File: config.mk
export PLATFORM = sky130hd
export DESIGN_NAME = kgp_subtractor_pipe
export DESIGN_NICKNAME = d
export VERILOG_FILES = /design/src/rtl/kgp_subtractor_pipe.sv
export SDC_FILE = /design/constraint.sdc
export NUM_CORES = 1
export LEC_CHECK = 0
export CAP_MARGIN = 40
export CORE_MARGIN = 4
export CORE_UTILIZATION = 61
export CTS_BUF_LIST = sky130_fd_sc_hd__clkbuf_16
export DETAILED_ROUTE_END_ITERATION = 12
export PLACE_DENSITY = 0.9
export SETUP_SLACK_MARGIN = 0.05
export SLEW_MARGIN = 30
export SYNTH_ARGS = -nofsm -noshare
export SYNTH_HDL_FRONTEND = slang
export SYNTH_SLANG_ARGS = --single-unit
File: constraint.sdc
create_clock -name clk -period 5.7 [get_ports clk]
set_input_delay 1.14 -clock clk [delete_from_list [all_inputs] [get_ports clk]]
set_output_delay 1.14 -clock clk [all_outputs]
set_load 0.005 [all_outputs]
File: src/rtl/kgp_subtractor_pipe.sv
// kgp_subtractor_pipe: 3-stage pipelined 16-bit subtractor, a - b - bin,
// computed as a + ~b + ~bin on a kill/generate/propagate prefix tree.
// A single stall enable freezes every register while the output is held.
module kgp_subtractor_pipe (
  input  logic        clk,
  input  logic        rst_n,
  input  logic        in_valid,
  output logic        in_ready,
  input  logic [15:0] a,
  input  logic [15:0] b,
  input  logic        bin,
  output logic        out_valid,
  input  logic        out_ready,
  output logic [15:0] diff,
  output logic        bout,
  output logic        ovf,
  output logic        zero
);

  // Pair encoding: 00 kill, 01/10 propagate, 11 generate.
  function automatic logic [1:0] kgp_comb(input logic [1:0] hi, input logic [1:0] lo);
    case (hi)
      2'b00:   return 2'b00;
      2'b11:   return 2'b11;
      default: return lo;
    endcase
  endfunction

  logic              en;
  logic [3:1]        vld_pipe;
  logic [16:0][1:0]  enc, s1, l1, l2, s2, l4, l8, l16;
  logic [15:0]       h2;
  logic              a15_2;
  logic [16:0]       c;
  logic [15:0]       d_nx;
  logic              ovf_nx;

  assign en        = !out_valid || out_ready;
  assign in_ready  = en;
  assign out_valid = vld_pipe[3];

  // KGP-encode operands; position 0 carries the inverted borrow-in.
  always_comb begin
    enc    = '0;
    enc[0] = {~bin, ~bin};
    for (int i = 0; i < 16; i++) enc[i+1] = {a[i], ~b[i]};
  end

  // Prefix levels at distances 1 and 2 (feed stage 2).
  always_comb begin
    l1 = s1;
    for (int i = 1; i < 17; i++) l1[i] = kgp_comb(s1[i], s1[i-1]);
    l2 = l1;
    for (int i = 2; i < 17; i++) l2[i] = kgp_comb(l1[i], l1[i-2]);
  end

  // Prefix levels at distances 4 and 8, then fold position 0 into position 16:
  // spans 1+2+4+8 leave the top position one short of the carry-in, which
  // matters when every operand bit propagates (e.g. a == b).
  always_comb begin
    l4 = s2;
    for (int i = 4; i < 17; i++) l4[i] = kgp_comb(s2[i], s2[i-4]);
    l8 = l4;
    for (int i = 8; i < 17; i++) l8[i] = kgp_comb(l4[i], l4[i-8]);
    l16     = l8;
    l16[16] = kgp_comb(l8[16], l8[0]);
  end

  // Carry extraction and result formation for the output register.
  always_comb begin
    c = '0;
    for (int i = 0; i < 17; i++) c[i] = l16[i][1] & l16[i][0];
    d_nx   = h2 ^ c[15:0];
    // a[15] != b[15] is equivalent to a[15] == ~b[15], i.e. half-sum bit 15 clear.
    ovf_nx = !h2[15] && (d_nx[15] != a15_2);
  end

  // Pipeline registers; data loads only with a valid beat so outputs hold.
  always_ff @(posedge clk or negedge rst_n) begin
    if (!rst_n) begin
      vld_pipe <= '0;
      s1       <= '0;
      s2       <= '0;
      h2       <= '0;
      a15_2    <= 1'b0;
      diff     <= '0;
      bout     <= 1'b0;
      ovf      <= 1'b0;
      zero     <= 1'b0;
    end else if (en) begin
      vld_pipe <= {vld_pipe[2:1], in_valid};
      if (in_valid) s1 <= enc;
      if (vld_pipe[1]) begin
        s2    <= l2;
        a15_2 <= s1[16][1];
        for (int i = 0; i < 16; i++) h2[i] <= s1[i+1][1] ^ s1[i+1][0];
      end
      if (vld_pipe[2]) begin
        diff <= d_nx;
        bout <= ~c[16];
        ovf  <= ovf_nx;
        zero <= (d_nx == 16'h0000);
      end
    end
  end

endmodule

==> Word level (Yosys, flattened, before mapping) <==
Index checks and enable logic that the tools add are counted.
{ "op_classes": {"n_reduce_logical": 62, "mux": 54, "bitwise": 52, "eq_ne": 55} }
{ "ops": {"columns": ["op", "n"], "rows": [
  ["$pmux 2 s2", 54],
  ["$eq 2x2->1 const B", 54],
  ["$logic_not 2->1", 54],
  ["$not 1->1", 18],
  ["$and 1x1->1", 17],
  ["$logic_not 16->1", 1],
  ["$xor 1x1->1", 16],
  ["$xor 16x16->16", 1],
  ["$reduce_and 2->1", 3],
  ["$logic_not 1->1", 2],
  ["$logic_and 1x1->1", 1],
  ["$logic_or 1x1->1", 1],
  ["$ne 1x1->1", 1]
]} }
{ "totals": {"out_inout_bits": 21, "reg_bits": 105} }

==> Longest topological paths before layout <==
Gate-level depths: netlist (run 1).
{ "logic_depth": {"ltp_word": 8, "mapped_depth": 9, "ltp_nobuf": 9} }

==> Least setup slack after synthesis (run 1) <==
No wires, ideal clock.
{ "synth_path": {"kind": "input to output", "from": "in out_ready", "to": "out in_ready", "stages": 2, "arrival_time_ns": 1.397, "n_path_buf": 1, "required_time_ns": 4.560, "setup_slack_ns": 3.163, "cell_sequence": "nand2b_1 > buf_2"} }
{ "synth_via": {"elab_chain_len": 1} }
{ "synth_rtl": {"columns": ["element", "line", "source"], "rows": [
  ["start, declared", "13", "input logic out_ready,"],
  ["$logic_or 1x1->1", "38", "assign en = !out_valid || out_ready;"],
  ["end, declared", "8", "output logic in_ready,"]
]} }
Every way passes these cells.

==> Final worst setup path (run 1) <==
Same ends and word-level chain as after synthesis.

==> impl_metrics.env, run 1 <==
export IMPL_cp_end_kind="output pin"
export IMPL_cts_setup_buffers=0
export IMPL_cp_start_kind="primary input"
export IMPL_layout_nets=659
export IMPL_synth_nets=601
export IMPL_post_cts_resized=0
export IMPL_cts_htree_levels=3
export IMPL_cts_root_buf="clkbuf_16"
export IMPL_gr_usage_all_layers_pct=22.7
export IMPL_synth_area_per_cell_sq_um=10.7
export IMPL_remaining_drc_errors=0
export IMPL_port_buffer_count=57
export IMPL_synthArstFlopShare_pct=100
export IMPL_yosys_top_cells_count="129 x nand2_1, 102 x dfrtp_1, 73 x mux2_2"
export IMPL_cts_tree="done"
export IMPL_insertion_delay_ns=0.34
export IMPL_grt_ovfl_total=0
export IMPL_timing_final_setup_violations=0
export IMPL_dominantRegCellSynth="dfrtp_1"
export IMPL_place_gp_congestion=0.832
export IMPL_dr_pass1_iters=5
export IMPL_min_path_type="reg -> reg"
export IMPL_syn_inst=510
export IMPL_synthTopCellsByArea="dfrtp_1 47%, mux2_2 15%, ha_1 12%"
export IMPL_drt_iter0_drc=186
export IMPL_n_antenna_cell=0
export IMPL_io_pins=58
export IMPL_cts_sinks=102
export IMPL_synth_edff_count=0
export IMPL_yosysMostFrequentCell="nand2_1"
export IMPL_max_slew_margin_pct=53.1
export IMPL_path_max_fanout=8
export IMPL_hold_buffers=0
export IMPL_status="complete, no violations"
export IMPL_fmax_mhz=280
export IMPL_p_leak_uw=0.00314
export IMPL_synth_area_mux_share_pct=17.0
export IMPL_area_delta_synth_final_pct=18.4
export IMPL_grt_first_pass_wirelength_microns=18500
export IMPL_ant_nets=0
export IMPL_fin_cells=680
export IMPL_initial_utilization_pct=62.8
export IMPL_design_core_area_sq_um=8720
export IMPL_grt_max_degree=57
export IMPL_num_rows=34
export IMPL_fin_crit_sh_pct=62.7
export IMPL_pre_cts_slack_ns=2.14
export IMPL_viasPerCell=5.80
export IMPL_synth_top_area_share_pct=46.6
export IMPL_synth_fa_ha_area_share_pct=12.3
export IMPL_die_area_sq_um=10600
export IMPL_synth_seq_area_share_pct=46.6
export IMPL_yosys_warnings=0
export IMPL_grt_setup_unrepaired="no"
export IMPL_tightest_slew_ns=0.704
export IMPL_skew_ns=0.00571
export IMPL_synth_simple_area_share_pct=13.5
export IMPL_worst_ir_drop_vdd_uv=244
export IMPL_worst_slack_ns=2.13
export IMPL_clock_path_buffers=2
export IMPL_synth_cell_types=22
export IMPL_finalMaxSlewViolations=0
export IMPL_cp_arrival_ns=2.43
export IMPL_place_inst=664
export IMPL_yosys_area_top_type="dfrtp_1"
export IMPL_dr_total_vias=3945
export IMPL_fp_dieH_microns=103
export IMPL_finalSetupTns_ns=0
export IMPL_grt_antenna_before_repair=0
export IMPL_ys_ff_latch=102
export IMPL_p_per_area_nw_per_um2=616
export IMPL_wl_per_cell_microns=16.7
export IMPL_postLayoutCoreUtil_pct=74.3
export IMPL_critical_path_required_ns=4.56
export IMPL_final_min_clock_period_ns=3.57
export IMPL_place_hpwl_microns=7960
export IMPL_hold_viol=0
export IMPL_path_clk_slew_ns=0.06
export IMPL_synthesis_area_sq_um=5480
export IMPL_crit_type="in -> out"
export IMPL_synthXorXnorAreaFrac_pct=2.72
export IMPL_synth_compound_area_share_pct=6.44
export IMPL_power_uw=3990
export IMPL_cts_buffers=9
export IMPL_layout_drive_gt1_share_pct=16.6
export IMPL_dieWidth_microns=103
export IMPL_drt_total_wl_microns=11400
export IMPL_grt_pass1_vias=3905
export IMPL_drv_cap=0
export IMPL_synth_top_family_by_area="multiplexers"
cells in the final DEF, fill, tap and decap left out, types with 2 or more instances in the layout:
cell type / count
xnor2_1: 13
mux2i_1: 7
nor2_1: 17
clkbuf_16: 9
buf_4: 3
nor4_1: 2
o21ai_0: 28
ha_1: 54
a31oi_1: 28
bufinv_16: 3
xor2_1: 4
mux2i_2: 3
clkdlybuf4s50_1: 56
inv_1: 4
o31ai_1: 2
dfrtp_1: 102
nand2b_1: 25
mux2_2: 73
nand2_1: 128
a21oi_1: 3
worst max-delay path, stage by stage:
cell and delay, ns:
clkdlybuf4s50_1 0.45, nand2b_1 0.28, clkdlybuf4s50_1 0.57
logic make-up after synthesis:
| family | after synthesis |
|---|---|
| mux | 83 |
| fa+ha+maj | 54 |
| flops | 102 |
| buf+inv | 16 |
| compound gates | 62 |
| simple gates | 176 |
| xor+xnor | 17 |
power breakdown:
| part | total, uW | switching (uW) | internal [uW] |
|---|---|---|---|
| registers | 1260 | 239 | 1020 |
| clock network | 678 | 255 | 423 |
| logic | 2050 | 1030 | 1020 |
| total | 3990 | 1520 | 2470 |
registers in the layout, summed over array words and instances (netlist names):
| name | cells |
|---|---|
| s1 | 32 |
| s2 | 26 |
| diff | 16 |
| h2 | 16 |
| l16 | 4 |
| vld_pipe | 3 |
| a15_2 | 1 |
| bout | 1 |
| l1 | 1 |
| ovf | 1 |
| zero | 1 |
metal layers:
layer / up-vias / global-route usage [%] / wire length, microns / part of all wire, %
met5: - / 0 / 0 / 0
met4: 0 / 9.86 / 321 / 2.8
met3: 30 / 2.84 / 441 / 3.9
met2: 109 / 39.7 / 5700 / 50
met1: 1913 / 28.4 / 4890 / 43
li1: 1893 / - / - / -
layout make-up:
cell class	count	area, sq um
fill	553	2240
inverter	3	11.3
tap	108	135
timing repair buffer	60	598
clock buffer	9	225
multi-input combinational	392	2860
clock inverter	6	103
sequential	102	2550
per-stage QoR:
step	cell area, sq um	hold slack (ns)
final	6480	0.498
after global routing	6480	0.517
after CTS	6470	0.498
after detailed placement	6140	0.478
after global placement	6140	0.461
after floorplan	5480	0.456
path summary, 6_finish.rpt:
kind | slack (ns) | from | cells after the start | endpoint
hold / removal | 0.50 | zero | 2 | zero
setup reg to reg | 3.30 | s2[22] | 9 | zero
max in group asynchronous | 3.76 | rst_n | 2 | s1[13]
setup / recovery | 2.13 | out_ready | 3 | in_ready
hold reg to reg | 0.50 | zero | 2 | zero
min in group asynchronous | 0.79 | rst_n | 1 | s1[9]
No activity file was read; power rests on OpenSTA's default activity.
==> inputs of run 2 (changes only) <==
--- a/config.mk
+++ b/config.mk
@@ -7,10 +7,10 @@
 export LEC_CHECK = 0
 export CAP_MARGIN = 40
 export CORE_MARGIN = 4
-export CORE_UTILIZATION = 61
+export CORE_UTILIZATION = 52
 export CTS_BUF_LIST = sky130_fd_sc_hd__clkbuf_16
 export DETAILED_ROUTE_END_ITERATION = 12
-export PLACE_DENSITY = 0.9
+export PLACE_DENSITY = 0.82
 export SETUP_SLACK_MARGIN = 0.05
 export SLEW_MARGIN = 30
 export SYNTH_ARGS = -nofsm -noshare
==> constraint.sdc (replaced) <==
create_clock -name clk -period 2.9 [get_ports clk]
set_input_delay 0.58 -clock clk [delete_from_list [all_inputs] [get_ports clk]]
set_output_delay 0.58 -clock clk [all_outputs]
set_load 0.005 [all_outputs]
==> run 2 against run 1 <==
Critical path depth did not move. Non-clock buffer count rose by 1. Combinational power rose by 92%. Count of clock-buffer cells in the layout did not move. Cell count rose by 4.4%. Sequential share of layout area fell by 0.14 points. Critical endpoint unchanged. Power rose by 90%. Critical path type unchanged.
==> impl_metrics.env, run 2 (synthesized netlist as in run 1, its figures left out) <==
export IMPL_status="complete, no violations"
export IMPL_post_cts_resized=0
export IMPL_n_antenna_cell=0
export IMPL_top_regs="s1: 32 flops, s2: 26 flops"
export IMPL_grt_first_pass_wirelength_microns=18300
export IMPL_hold_viol=0
export IMPL_design_core_area_sq_um=10300
export IMPL_grt_pass1_vias=3860
export IMPL_p_leak_uw=0.00314
export IMPL_largest_reg_flops=32
export IMPL_drv_cap=0
export IMPL_area_delta_synth_final_pct=18.9
export IMPL_top_register="s1"
export IMPL_wl_per_cell_microns=15.0
export IMPL_dr_pass1_iters=4
export IMPL_multi_input_area_sq_um=2850
export IMPL_initial_utilization_pct=53.3
export IMPL_path_max_fanout=8
export IMPL_hold_buffers=0
export IMPL_dieWidth_microns=111
export IMPL_insertion_delay_ns=0.35
export IMPL_finalSetupTns_ns=0
export IMPL_port_buffer_count=57
export IMPL_pre_cts_slack_ns=0.447
export IMPL_worst_slack_ns=0.463
export IMPL_cp_common_cell="clkdlybuf4s50_1"
export IMPL_layout_nets=660
export IMPL_cp_start_kind="primary input"
export IMPL_fin_crit_sh_pct=84.0
export IMPL_cp_end_kind="output pin"
export IMPL_cp_arrival_ns=1.86
export IMPL_final_cell_mix="128 x nand2_1, 102 x dfrtp_1, 73 x mux2_2"
export IMPL_hold_ws_ns=0.200
export IMPL_tightest_slew_ns=0.721
export IMPL_layout_drive_gt1_share_pct=16.7
export IMPL_cp_cell_sequence="clkdlybuf4s50_1 -> nand2b_1 -> clkdlybuf4s50_1"
export IMPL_gr_usage_all_layers_pct=18.2
export IMPL_grt_antenna_before_repair=0
export IMPL_power_uw=7570
export IMPL_seqCellArea_sq_um=2550
export IMPL_critical_path_required_ns=2.32
export IMPL_ant_nets=0
export IMPL_timing_final_setup_violations=0
export IMPL_fp_dieH_microns=111
export IMPL_path_clk_slew_ns=0.07
export IMPL_p_per_area_nw_per_um2=1160
export IMPL_num_rows=37
export IMPL_viasPerCell=5.41
export IMPL_grt_setup_unrepaired="no"
export IMPL_cts_root_buf="clkbuf_16"
export IMPL_min_path_type="in -> async"
export IMPL_drt_total_wl_microns=10600
export IMPL_final_common_cell="nand2_1"
export IMPL_skew_ns=0.00766
export IMPL_worst_path_max_delay_cell="clkdlybuf4s50_1"
export IMPL_die_area_sq_um=12200
export IMPL_io_pins=58
export IMPL_cts_htree_levels=3
export IMPL_remaining_drc_errors=0
export IMPL_finalMaxSlewViolations=0
export IMPL_final_min_clock_period_ns=2.44
export IMPL_cts_sinks=102
export IMPL_drt_iter0_drc=171
export IMPL_cts_buffers=9
export IMPL_max_slew_margin_pct=51.8
export IMPL_max_stage_delay_ns=0.57
export IMPL_grt_max_degree=63
export IMPL_crit_family="buffers and inverters"
export IMPL_clock_path_buffers=2
export IMPL_fill_cells=839
export IMPL_place_hpwl_microns=8110
export IMPL_crit_type="in -> out"
export IMPL_dr_total_vias=3843
export IMPL_grt_ovfl_total=0
export IMPL_worst_ir_drop_vdd_uv=439
export IMPL_fmax_mhz=410
export IMPL_place_gp_congestion=0.837
export IMPL_cts_setup_buffers=0
export IMPL_cp_buffers_inverters=2
export IMPL_cts_tree="done"
run 2: path summary, 6_finish.rpt:
| check | end | slack (ns) | cells after the start | from |
|---|---|---|---|---|
| max | in_ready | 0.46 | 3 | out_ready |
| max in group asynchronous | s1[29] | 1.98 | 2 | rst_n |
| min reg2reg | bout | 0.48 | 2 | bout |
| max reg2reg | zero | 0.63 | 9 | s2[18] |
| min | s1[7] | 0.20 | 1 | rst_n |
| min in group clk | bout | 0.48 | 2 | bout |
run 2: metrics by stage:
| step | area [sq um] | std cells | utilization, % |
|---|---|---|---|
| after floorplan | 5480 | 510 | - |
| after detailed placement | 6220 | 694 | 60.6 |
| after global routing | 6510 | 710 | 63.3 |
| final | 6510 | 710 | 63.3 |
| after global placement | 6220 | 694 | 60.6 |
| after CTS | 6510 | 710 | 63.3 |
run 2: power breakdown:
part | switching (uW) | internal [uW] | total [uW]
clock network | 509 | 656 | 1170
logic | 1920 | 2020 | 3930
registers | 464 | 2010 | 2470
run 2: cell type report:
cell class              instances  area share (%)
multi-input cells             392            43.9
repair buffers                 61            9.77
clock inverters                 7           0.904
clock buffers                   9            3.46
inverters                       3           0.173
well taps                     136            2.61
flip-flops and latches        102            39.2
run 2: metal layers:
metal,up-vias,wire (microns),track usage [%]
met2,69,5180,30.4
li1,1910,-,-
met5,-,0,0
met3,19,392,2.85
met4,0,232,7.96
met1,1845,4810,23.5
==> inputs of run 3 (changes only) <==
==> constraint.sdc (replaced) <==
create_clock -name clk -period 2.19 [get_ports clk]
set_input_delay 0.438 -clock clk [delete_from_list [all_inputs] [get_ports clk]]
set_output_delay 0.438 -clock clk [all_outputs]
set_load 0.005 [all_outputs]
==> run 3 against run 2 <==
The run now ends with setup timing left. First-iteration DRC count up 19%. Routed wire length increased by 16%. Count of clock-buffer cells in the layout is the same. Sequential share of layout area is 2.7 points lower. Cell count rose by 2.1%. Die area stayed put. Combinational power increased by 71%. Sequential cell count unchanged. Final area is 7.4% higher. Clock power rose by 42%. Critical path type is now reg -> reg. Largest cell class unchanged. Largest power group unchanged.
==> impl_metrics.env, run 3 (synthesized netlist as in run 1, its figures left out) <==
export IMPL_path_max_fanout=3
export IMPL_multi_input_area_sq_um=3160
export IMPL_worst_path_max_delay_cell="dfrtp_1"
export IMPL_fin_cells=725
export IMPL_largest_reg_flops=32
export IMPL_place_inst=700
export IMPL_design_core_area_sq_um=10300
export IMPL_n_antenna_cell=0
export IMPL_initial_utilization_pct=53.3
export IMPL_insertion_delay_ns=0.35
export IMPL_cp_cell_sequence="ha_4 -> nand2b_4 -> nand2_2 -> ha_4 -> mux2i_4 -> xnor2_2 -> nor4_2 -> nand4_1 -> o31ai_2"
export IMPL_power_uw=11700
export IMPL_area_delta_synth_final_pct=27.7
export IMPL_dr_pass1_iters=4
export IMPL_final_min_clock_period_ns=2.38
export IMPL_cp_start_kind="register"
export IMPL_min_path_type="in -> async"
export IMPL_max_stage_delay_ns=0.42
export IMPL_finalMaxSlewViolations=0
export IMPL_grt_antenna_before_repair=0
export IMPL_drt_iter0_drc=204
export IMPL_port_buffer_count=57
export IMPL_fin_crit_sh_pct=109
export IMPL_seqCellArea_sq_um=2550
export IMPL_io_pins=58
export IMPL_ant_nets=0
export IMPL_worst_slack_ns=-0.187
export IMPL_max_slew_margin_pct=63.8
export IMPL_p_per_area_nw_per_um2=1680
export IMPL_gr_usage_all_layers_pct=19.4
export IMPL_fp_dieH_microns=111
export IMPL_num_rows=37
export IMPL_crit_type="reg -> reg"
export IMPL_cts_tree="done"
export IMPL_hold_viol=0
export IMPL_cts_buffers=9
export IMPL_worst_ir_drop_vdd_uv=697
export IMPL_failed_checks="setup timing"
export IMPL_cts_root_buf="clkbuf_16"
export IMPL_die_area_sq_um=12200
export IMPL_finalSetupTns_ns=-0.217
export IMPL_top_regs="s1: 32 flops, s2: 26 flops"
export IMPL_hold_ws_ns=0.0774
export IMPL_cp_common_cell="ha_4"
export IMPL_critical_path_required_ns=2.46
export IMPL_skew_ns=0.00723
export IMPL_wl_per_cell_microns=17.0
export IMPL_path_clk_slew_ns=0.07
export IMPL_cts_sinks=102
export IMPL_layout_drive_gt1_share_pct=24.6
export IMPL_fill_cells=715
export IMPL_grt_max_degree=52
export IMPL_cp_arrival_ns=2.65
export IMPL_cp_end_kind="register"
export IMPL_drv_cap=0
export IMPL_place_gp_congestion=0.803
export IMPL_clock_path_buffers=2
export IMPL_tightest_slew_ns=0.542
export IMPL_grt_first_pass_wirelength_microns=19400
export IMPL_viasPerCell=5.53
export IMPL_grt_ovfl_total=0
export IMPL_grt_setup_unrepaired="yes"
export IMPL_layout_nets=676
export IMPL_final_cell_mix="121 x nand2_1, 102 x dfrtp_1, 71 x mux2_2"
export IMPL_status="finished with violations"
export IMPL_dieWidth_microns=111
export IMPL_place_hpwl_microns=8200
export IMPL_fmax_mhz=421
export IMPL_postLayoutCoreUtil_pct=68.0
export IMPL_p_leak_uw=0.00328
export IMPL_dr_total_vias=4012
export IMPL_drt_total_wl_microns=12400
export IMPL_top_register="s1"
export IMPL_remaining_drc_errors=0
export IMPL_grt_pass1_vias=4009
export IMPL_timing_final_setup_violations=2
export IMPL_final_common_cell="nand2_1"
export IMPL_cts_htree_levels=3
run 3: critical path: cells and delay by family (launching register included):
kind / cells / cell delay (ns)
and+or+nand+nor: 4 / 0.67
AOI/OAI and AO/OA: 1 / 0.24
muxes: 1 / 0.27
DFF: 1 / 0.42
xor gates and xnor gates: 1 / 0.12
adders and majority gates: 2 / 0.58
run 3: report_power, final:
part	switching (uW)	leakage (uW)	internal, uW	total [uW]
clock network	678	0.000148	983	1660
registers	685	0.00123	2660	3350
logic	3230	0.00189	3500	6730
run 3: worst paths after layout:
kind	start	to	slack (ns)	cells after the start
max reg2reg	s2[23]	zero	-0.19	9
min in group clk	diff[12]	diff[12]	0.48	2
min	rst_n	s1[10]	0.08	1
max in group asynchronous	rst_n	s1[33]	1.53	2
min reg2reg	diff[12]	diff[12]	0.48	2
max	s2[23]	zero	-0.19	9
run 3: metal layers:
metal / GRT usage (%) / wire length, microns / vias to the layer above
li1: - / - / 1935
met1: 25.2 / 5190 / 1954
met2: 32.3 / 6310 / 96
met3: 3.01 / 512 / 27
met4: 8.21 / 340 / 0
met5: 0 / 0 / -
run 3: cell type report:
type,count,share of cell area [%]
Clock buffer,9,3.22
Clock inverter,6,1.13
Inverter,3,0.161
Multi-Input combinational cell,392,45.1
Sequential cell,102,36.5
Tap cell,136,2.43
Timing Repair Buffer,77,11.4
run 3: timing repair:
item                       4_1_cts  5_1_grt
setup endpoints to repair        2        5
hold endpoints to repair         0        0
pin swaps                       16       13
buffers inserted                 8        3
gates resized for setup         19       25
hold buffers                     0        0
run 3: metrics by stage:
step,setup WS [ns],area [sq um]
final,-0.187,6990
after global placement,0.0220,6310
after global routing,-0.306,6990
after CTS,-0.0131,6800
after detailed placement,-0.0808,6310
after floorplan,0.110,5480
